===== config.mk =====
export PLATFORM = sky130hd
export DESIGN_NAME = rob_flat
export DESIGN_NICKNAME = d
export VERILOG_FILES = /design/src/rtl/rob_pkg.sv /design/src/rtl/rob_if.sv /design/src/rtl/rob.sv /design/src/flat_wrapper.sv
export SDC_FILE = /design/constraint.sdc
export NUM_CORES = 1
export LEC_CHECK = 0
export BUFFER_PORTS_ARGS = -buffer_cell sky130_fd_sc_hd__clkbuf_2
export CORE_MARGIN = 8
export CORE_UTILIZATION = 60
export CTS_BUF_LIST = sky130_fd_sc_hd__clkbuf_2
export DETAILED_ROUTE_END_ITERATION = 7
export GPL_ROUTABILITY_DRIVEN = 0
export PLACE_DENSITY = 0.8
export SYNTH_ARGS = -nofsm -noshare
export SYNTH_HDL_FRONTEND = slang
export SYNTH_SLANG_ARGS = --single-unit
export TNS_END_PERCENT = 10

===== constraint.sdc =====
create_clock -name clk -period 7.15 [get_ports clk]
set_input_delay 0.3575 -clock clk [delete_from_list [all_inputs] [get_ports clk]]
set_output_delay 0.3575 -clock clk [all_outputs]
set_load 0.03 [all_outputs]

===== src/rtl/rob_pkg.sv =====
// ============================================================================
//  Package    : rv32i_types
//  Description: Shared types and default constants for the Tomasulo RV32I
//               core. Holds the reorder-buffer entry record and the default
//               reorder-buffer depth.
//  Revision   : 1.0 - initial release
// ============================================================================
`default_nettype none

package rv32i_types;

  localparam int c_DATA_WIDTH = 32;  // XLEN
  localparam int c_ADDR_WIDTH = 5;   // architectural register index width
  localparam int c_ROB_LENGTH = 8;   // default reorder-buffer depth

  // One in-flight instruction. data/rd_addr widths follow the RV32I core.
  typedef struct packed {
    logic                    valid;
    logic                    ready;
    logic                    mispredict;
    logic [c_ADDR_WIDTH-1:0] rd_addr;
    logic [c_DATA_WIDTH-1:0] data;
  } rob_entry_t;

endpackage

`default_nettype wire


===== src/rtl/rob_if.sv =====
// ============================================================================
//  Interface  : rob_if
//  Description: Bundles every reorder-buffer signal except clock and reset:
//               decode allocation, CDB writeback, dispatch operand reads,
//               register-file commit and occupancy.
//  Modports   : master - decode / CDB / dispatch / register-file side
//               slave  - the reorder buffer itself
//  Revision   : 1.0 - initial release
// ============================================================================
`default_nettype none

interface rob_if #(
  parameter int DATA_WIDTH = 32,
  parameter int ROB_LENGTH = 8,
  parameter int ADDR_WIDTH = 5,
  parameter int ROB_WIDTH  = $clog2(ROB_LENGTH)
);

  // allocation
  logic                  alloc_valid;
  logic [ADDR_WIDTH-1:0] alloc_rd_addr;
  logic                  alloc_ready;
  logic [ROB_WIDTH-1:0]  alloc_rob_entry;
  // common data bus
  logic                  cdb_valid;
  logic [ROB_WIDTH-1:0]  cdb_rob_entry;
  logic [DATA_WIDTH-1:0] cdb_data;
  logic                  cdb_mispredict;
  // operand reads
  logic [ROB_WIDTH-1:0]  rs1_rob_entry;
  logic [ROB_WIDTH-1:0]  rs2_rob_entry;
  logic                  rs1_ready;
  logic                  rs2_ready;
  logic [DATA_WIDTH-1:0] rs1_data;
  logic [DATA_WIDTH-1:0] rs2_data;
  // commit
  logic                  regf_we;
  logic [ADDR_WIDTH-1:0] rd_addr;
  logic [DATA_WIDTH-1:0] rd_data;
  logic [ROB_WIDTH-1:0]  commit_rob_entry;
  logic                  br_flush;
  logic [ROB_WIDTH:0]    count;

  modport master (
    output alloc_valid, alloc_rd_addr, cdb_valid, cdb_rob_entry, cdb_data,
           cdb_mispredict, rs1_rob_entry, rs2_rob_entry,
    input  alloc_ready, alloc_rob_entry, rs1_ready, rs2_ready, rs1_data,
           rs2_data, regf_we, rd_addr, rd_data, commit_rob_entry, br_flush,
           count
  );

  modport slave (
    input  alloc_valid, alloc_rd_addr, cdb_valid, cdb_rob_entry, cdb_data,
           cdb_mispredict, rs1_rob_entry, rs2_rob_entry,
    output alloc_ready, alloc_rob_entry, rs1_ready, rs2_ready, rs1_data,
           rs2_data, regf_we, rd_addr, rd_data, commit_rob_entry, br_flush,
           count
  );

endinterface

`default_nettype wire


===== src/rtl/rob.sv =====
// ============================================================================
//  Module     : rob
//  Description: Reorder buffer. Circular buffer of in-flight instructions:
//               allocates tags at decode, captures CDB results, retires in
//               program order into the register file and flushes everything
//               when a mispredicted branch/jump commits.
//  Ports      : clk  - clock
//               rst  - asynchronous reset, active low
//               bus  - rob_if.slave (allocation, CDB, operand reads, commit,
//                      count)
//  Config     : ROB_CDB_BYPASS_EN - when defined, operand reads see a
//               same-cycle CDB broadcast combinationally.
//  Note       : DATA_WIDTH / ADDR_WIDTH must match rv32i_types::rob_entry_t.
//  Revision   : 1.0 - initial release
// ============================================================================
`default_nettype none

module rob
  import rv32i_types::*;
#(
  parameter int DATA_WIDTH = c_DATA_WIDTH,
  parameter int ROB_LENGTH = c_ROB_LENGTH,
  parameter int ADDR_WIDTH = c_ADDR_WIDTH,
  parameter int ROB_WIDTH  = $clog2(ROB_LENGTH)
) (
  input  logic    clk,
  input  logic    rst,
  rob_if.slave    bus
);

  localparam logic [ROB_WIDTH:0] c_PTR_ONE = {{ROB_WIDTH{1'b0}}, 1'b1};

  // Pointers carry one extra wrap bit above the index.
  logic [ROB_WIDTH:0] r_head;
  logic [ROB_WIDTH:0] r_tail;
  rob_entry_t         r_entries [ROB_LENGTH];

  logic [ROB_WIDTH-1:0] w_head_idx;
  logic [ROB_WIDTH-1:0] w_tail_idx;
  logic                 w_full;
  logic                 w_commit;
  logic                 w_flush;
  logic                 w_alloc_fire;
  rob_entry_t           w_head_e;
  rob_entry_t           w_rs1_e;
  rob_entry_t           w_rs2_e;

  assign w_head_idx = r_head[ROB_WIDTH-1:0];
  assign w_tail_idx = r_tail[ROB_WIDTH-1:0];
  assign w_full     = (w_head_idx == w_tail_idx) && (r_head[ROB_WIDTH] != r_tail[ROB_WIDTH]);

  assign w_head_e     = r_entries[w_head_idx];
  assign w_commit     = w_head_e.valid && w_head_e.ready;
  assign w_flush      = w_commit && w_head_e.mispredict;
  // Fullness is taken from registered pointers only, so a slot freed by a
  // commit in this cycle is not reusable until the next one.
  assign w_alloc_fire = bus.alloc_valid && !w_full && !w_flush;

  // allocation / commit / occupancy
  assign bus.alloc_ready      = !w_full && !w_flush;
  assign bus.alloc_rob_entry  = w_tail_idx;
  assign bus.regf_we          = w_commit;
  assign bus.rd_addr          = w_head_e.rd_addr;
  assign bus.rd_data          = w_head_e.data;
  assign bus.commit_rob_entry = w_head_idx;
  assign bus.br_flush         = w_flush;
  assign bus.count            = r_tail - r_head;

  // operand reads
  assign w_rs1_e = r_entries[bus.rs1_rob_entry];
  assign w_rs2_e = r_entries[bus.rs2_rob_entry];

`ifdef ROB_CDB_BYPASS_EN
  logic w_rs1_hit;
  logic w_rs2_hit;
  assign w_rs1_hit     = bus.cdb_valid && (bus.cdb_rob_entry == bus.rs1_rob_entry);
  assign w_rs2_hit     = bus.cdb_valid && (bus.cdb_rob_entry == bus.rs2_rob_entry);
  assign bus.rs1_ready = w_rs1_hit || (w_rs1_e.valid && w_rs1_e.ready);
  assign bus.rs2_ready = w_rs2_hit || (w_rs2_e.valid && w_rs2_e.ready);
  assign bus.rs1_data  = w_rs1_hit ? bus.cdb_data : w_rs1_e.data;
  assign bus.rs2_data  = w_rs2_hit ? bus.cdb_data : w_rs2_e.data;
`else
  // A stale ready bit may survive a flush, so qualify with valid.
  assign bus.rs1_ready = w_rs1_e.valid && w_rs1_e.ready;
  assign bus.rs2_ready = w_rs2_e.valid && w_rs2_e.ready;
  assign bus.rs1_data  = w_rs1_e.data;
  assign bus.rs2_data  = w_rs2_e.data;
`endif

  always_ff @(posedge clk or negedge rst) begin
    if (!rst) begin
      r_head <= '0;
      r_tail <= '0;
      for (int i = 0; i < ROB_LENGTH; i++) begin
        r_entries[i] <= '0;
      end
    end else if (w_flush) begin
      // The mispredicted entry's write still reaches the register file this
      // cycle; everything younger, plus same-cycle alloc/CDB, is dropped.
      r_head <= '0;
      r_tail <= '0;
      for (int i = 0; i < ROB_LENGTH; i++) begin
        r_entries[i].valid <= 1'b0;
      end
    end else begin
      if (w_alloc_fire) begin
        r_entries[w_tail_idx].valid      <= 1'b1;
        r_entries[w_tail_idx].ready      <= 1'b0;
        r_entries[w_tail_idx].mispredict <= 1'b0;
        r_entries[w_tail_idx].rd_addr    <= bus.alloc_rd_addr;
        r_tail                           <= r_tail + c_PTR_ONE;
      end
      // The allocating slot is invalid before this edge, so a broadcast can
      // never collide with the entry being allocated.
      if (bus.cdb_valid && r_entries[bus.cdb_rob_entry].valid) begin
        r_entries[bus.cdb_rob_entry].ready      <= 1'b1;
        r_entries[bus.cdb_rob_entry].data       <= bus.cdb_data;
        r_entries[bus.cdb_rob_entry].mispredict <= bus.cdb_mispredict;
      end
      if (w_commit) begin
        r_entries[w_head_idx].valid <= 1'b0;
        r_head                      <= r_head + c_PTR_ONE;
      end
    end
  end

endmodule

`default_nettype wire


===== src/flat_wrapper.sv =====
// flat-port wrapper written by rule: the top's interface ports become plain ports
module rob_flat import rv32i_types::*;
#(
  parameter int DATA_WIDTH = c_DATA_WIDTH,
  parameter int ROB_LENGTH = c_ROB_LENGTH,
  parameter int ADDR_WIDTH = c_ADDR_WIDTH,
  parameter int ROB_WIDTH  = $clog2(ROB_LENGTH)
)
  (clk, rst, bus_alloc_valid, bus_alloc_rd_addr, bus_cdb_valid, bus_cdb_rob_entry, bus_cdb_data, bus_cdb_mispredict, bus_rs1_rob_entry, bus_rs2_rob_entry, bus_alloc_ready, bus_alloc_rob_entry, bus_rs1_ready, bus_rs2_ready, bus_rs1_data, bus_rs2_data, bus_regf_we, bus_rd_addr, bus_rd_data, bus_commit_rob_entry, bus_br_flush, bus_count);
  rob_if #(.DATA_WIDTH(DATA_WIDTH), .ROB_LENGTH(ROB_LENGTH), .ADDR_WIDTH(ADDR_WIDTH), .ROB_WIDTH(ROB_WIDTH)) bus_i ();
  input  logic clk;
  input  logic rst;
  input wire logic [$bits(bus_i.alloc_valid)-1:0] bus_alloc_valid;
  input wire logic [$bits(bus_i.alloc_rd_addr)-1:0] bus_alloc_rd_addr;
  input wire logic [$bits(bus_i.cdb_valid)-1:0] bus_cdb_valid;
  input wire logic [$bits(bus_i.cdb_rob_entry)-1:0] bus_cdb_rob_entry;
  input wire logic [$bits(bus_i.cdb_data)-1:0] bus_cdb_data;
  input wire logic [$bits(bus_i.cdb_mispredict)-1:0] bus_cdb_mispredict;
  input wire logic [$bits(bus_i.rs1_rob_entry)-1:0] bus_rs1_rob_entry;
  input wire logic [$bits(bus_i.rs2_rob_entry)-1:0] bus_rs2_rob_entry;
  output wire logic [$bits(bus_i.alloc_ready)-1:0] bus_alloc_ready;
  output wire logic [$bits(bus_i.alloc_rob_entry)-1:0] bus_alloc_rob_entry;
  output wire logic [$bits(bus_i.rs1_ready)-1:0] bus_rs1_ready;
  output wire logic [$bits(bus_i.rs2_ready)-1:0] bus_rs2_ready;
  output wire logic [$bits(bus_i.rs1_data)-1:0] bus_rs1_data;
  output wire logic [$bits(bus_i.rs2_data)-1:0] bus_rs2_data;
  output wire logic [$bits(bus_i.regf_we)-1:0] bus_regf_we;
  output wire logic [$bits(bus_i.rd_addr)-1:0] bus_rd_addr;
  output wire logic [$bits(bus_i.rd_data)-1:0] bus_rd_data;
  output wire logic [$bits(bus_i.commit_rob_entry)-1:0] bus_commit_rob_entry;
  output wire logic [$bits(bus_i.br_flush)-1:0] bus_br_flush;
  output wire logic [$bits(bus_i.count)-1:0] bus_count;
  assign bus_i.alloc_valid = bus_alloc_valid;
  assign bus_i.alloc_rd_addr = bus_alloc_rd_addr;
  assign bus_i.cdb_valid = bus_cdb_valid;
  assign bus_i.cdb_rob_entry = bus_cdb_rob_entry;
  assign bus_i.cdb_data = bus_cdb_data;
  assign bus_i.cdb_mispredict = bus_cdb_mispredict;
  assign bus_i.rs1_rob_entry = bus_rs1_rob_entry;
  assign bus_i.rs2_rob_entry = bus_rs2_rob_entry;
  assign bus_alloc_ready = bus_i.alloc_ready;
  assign bus_alloc_rob_entry = bus_i.alloc_rob_entry;
  assign bus_rs1_ready = bus_i.rs1_ready;
  assign bus_rs2_ready = bus_i.rs2_ready;
  assign bus_rs1_data = bus_i.rs1_data;
  assign bus_rs2_data = bus_i.rs2_data;
  assign bus_regf_we = bus_i.regf_we;
  assign bus_rd_addr = bus_i.rd_addr;
  assign bus_rd_data = bus_i.rd_data;
  assign bus_commit_rob_entry = bus_i.commit_rob_entry;
  assign bus_br_flush = bus_i.br_flush;
  assign bus_count = bus_i.count;
  rob #(.DATA_WIDTH(DATA_WIDTH), .ROB_LENGTH(ROB_LENGTH), .ADDR_WIDTH(ADDR_WIDTH), .ROB_WIDTH(ROB_WIDTH)) u_core (.clk(clk), .rst(rst), .bus(bus_i));
endmodule

==> run summary <==
RSZ-0062 raised after global routing - no
Mapped Cells - 1274
Hold buffer count at cts - 42
FILL cells - 2251
Final slew viol count - 0
Logic pwr share - 0.512
CTS tree - done
Asr flop ratio synth - 1.00
Final instance area - 21300 um2
LEAKAGE - 0.00905 uW
Longest Clk Path Bufs - 3
Max cap viols - 0
Largest net degree at the start of global routing - 181
Final critical-path share of the clock period - 0.676
Finished Core Util - 0.676
Area of the multi-input gates - 10300 um2
Sequential share of power - 0.361
Worst skew pair latency - 0.94 ns
H-Tree Depth - 3
Drt first pass iters - 5
Vias/cell - 6.64
Via count - 12978
Clk pwr share - 0.127
Post_cts resized - 0
Root Driver - clkbuf_2
Status - finished, final reports clean
I/O pin count - 167
Share of total power consumed by net switching - 0.433
I/O Buffers - 166
Setup_tns - 0 ns
Req. time, crit path - 6.79 ns
Hold Fails Final Rpt - 0
Final Setup Violations - 0
Overall routing resource usage - 0.270
Post-detailed-route wirelength per cell - 25.8 um
Cell-internal power - 5980 uW
Fin crit period - 4.83 ns
Post-DRT Antenna Nets - 0
Routed wire length - 50500 um
Startpoint types - flop
Die ar. - 38000 um2
Warnings, synthesis - 0
Crit path capture type - output port
Top achievable clock speed - 207 MHz
Hold Path Class - in -> reg
HPWL after detailed placement - 30500 um
Reg clk slew, reported paths - 0.11 ns
Core area - 31600 um2
Area Overhead vs Synth - 11.1%
CTS Sinks - 328
Maximum vdd ir drop - 293 uV
Slew @ Worst Pin - 1.11 ns
Post-CTS Setup Inserts - 0
Critical path type - reg -> out
Net switching power - 4570 uW
First-pass GRT wire length - 80700 um
CP Max Fanout - 43
Synth Flop Type - dfrtp_1
Die height - 195 um
Yosys cell types - 41
Power per cell area - 495 nW/um2
Vias in the first global route - 14079
GRT Residual Overflow - 0
Fin Clk Skew - 0.134 ns
Initial antenna violation count - 2
1st-iter DRT viols - 1183
Rel. slew slack - 0.257
DRC Markers - 0
Die width - 195 um
Initial core utilization - 0.608
EDFF count, synth - 0
Placed instance area - 20100 um2
Layout cells sized above 1 - 0.568
CP arrival - 4.47 ns
Cell Rows - 65
Seq cells post-synth - 328
Average size of a mapped cell - 15.1 um2
Sequential-to-total area share from yosys stat - 0.428
Mapped Area - 19200 um2
CTS Buf Count - 87
Register area - 8220 um2
Layout Nets - 1544
Synthesized Nets - 1331
critical path, stage by stage, from the launching register on:
cell	delay, ns
dfrtp_4	0.88
buf_4	0.67
mux4_2	0.43
mux2i_1	0.77
nor2_1	0.42
nor2_1	0.20
clkbuf_2	0.23
metrics by stage:
stage          setup slack [ns]  hold slack, ns  std cells  total power [uW]
2_1_floorplan              4.44          0.0619       1274              7740
3_3_place_gp               2.84           0.352       1758              9010
3_5_place_dp               2.79           0.357       1758              9210
4_1_cts                    2.34         0.00961       1953             10600
5_1_grt                    2.03          0.0775       1955             11200
6_report                   2.32           0.134       1955             10600
layout make-up:
| type | count | area share |
|---|---|---|
| Inverter | 24 | 0.00422 |
| Sequential cell | 328 | 0.385 |
| Tap cell | 402 | 0.0236 |
| Antenna cell | 2 | 0.000235 |
| Clock inverter | 29 | 0.00892 |
| Multi-Input combinational cell | 819 | 0.482 |
| Clock buffer | 124 | 0.0291 |
| Timing Repair Buffer | 227 | 0.0668 |
placed cells by master, fill, tap and decap left out, types with 3 or more instances in the layout:
cell type and count:
clkbuf_2 285, a22o_1 8, xnor2_1 5, a21oi_2 7, o21ai_0 22, clkinv_1 20, mux4_2 212, mux2i_1 4
nand3_1 5, mux2_1 34, o2111ai_1 8, buf_4 21, a21oi_1 5, dfrtp_1 325, nor2_1 14, inv_2 3
inv_1 21, a211oi_4 8, nand2_1 121, ha_1 5, a221oi_1 3, o21bai_1 8, dlygate4sd3_1 42, mux2_2 329
worst paths after layout:
| path | startpoint | depth (start not counted) | slack, ns | end |
|---|---|---|---|---|
| worst max-delay path | u_core.r_head[2]$_DFFE_PN0P_ | 6 | 2.32 | bus_alloc_ready |
| worst min-delay path | bus_cdb_rob_entry[2] | 5 | 0.13 | u_core.r_entries[117]$_DFFE_PN0P_ |
| worst max register to register | u_core.r_head[2]$_DFFE_PN0P_ | 6 | 2.69 | flop |
| worst min register to register | u_core.r_entries[278]$_DFFE_PN0P_ | 1 | 0.49 | u_core.r_entries[279]$_DFF_PN0_ |
| max in group asynchronous | rst | 4 | 4.92 | u_core.r_head[1]$_DFFE_PN0P_ |
| min in group asynchronous | rst | 3 | 0.53 | async pin |
power by group through the flow:
stage / combinational [uW] / sequential, uW / clock [uW]
2_1_floorplan: 4390 / 3350 / 0
3_3_place_gp: 5280 / 3730 / 0
3_5_place_dp: 5400 / 3810 / 0
4_1_cts: 5440 / 3770 / 1380
5_1_grt: 5760 / 3950 / 1470
6_report: 5410 / 3810 / 1340
cell families (layout without fill, tap and decap cells):
group           count (synthesis)  count (layout)  share of synthesized area
flops                         328             328                      0.428
simple gates                  151             151                     0.0312
compound gates                 77              77                     0.0336
mux                           579             579                      0.464
fa+ha+maj                       6               6                    0.00430
xor+xnor                        6               6                    0.00274
buf+inv                       127             404                     0.0369
other cells                     0               2                          0
metal layers:
layer	wire length [um]	vias up	GRT usage
li1	-	5400	-
met3	4340	135	0.0634
met4	1680	0	0.105
met1	20000	6743	0.360
met2	24600	700	0.429
met5	0	-	0
cells in the mapped netlist, types with 7 or more instances:
cell,number,area share
buf_4,7,0.0027
nor2_1,14,0.0027
mux4_2,212,0.25
o21bai_1,8,0.0031
a211oi_4,8,0.0083
dfrtp_1,328,0.43
a21oi_2,7,0.0032
a22o_1,8,0.0037
buf_6,26,0.015
buf_1,22,0.0043
nand2_1,121,0.024
o2111ai_1,8,0.0037
mux2_1,34,0.020
o21ai_0,22,0.0057
clkbuf_1,40,0.0078
buf_2,8,0.0021
inv_1,22,0.0043
mux2_2,329,0.19
(Power assumes the default switching activity.)
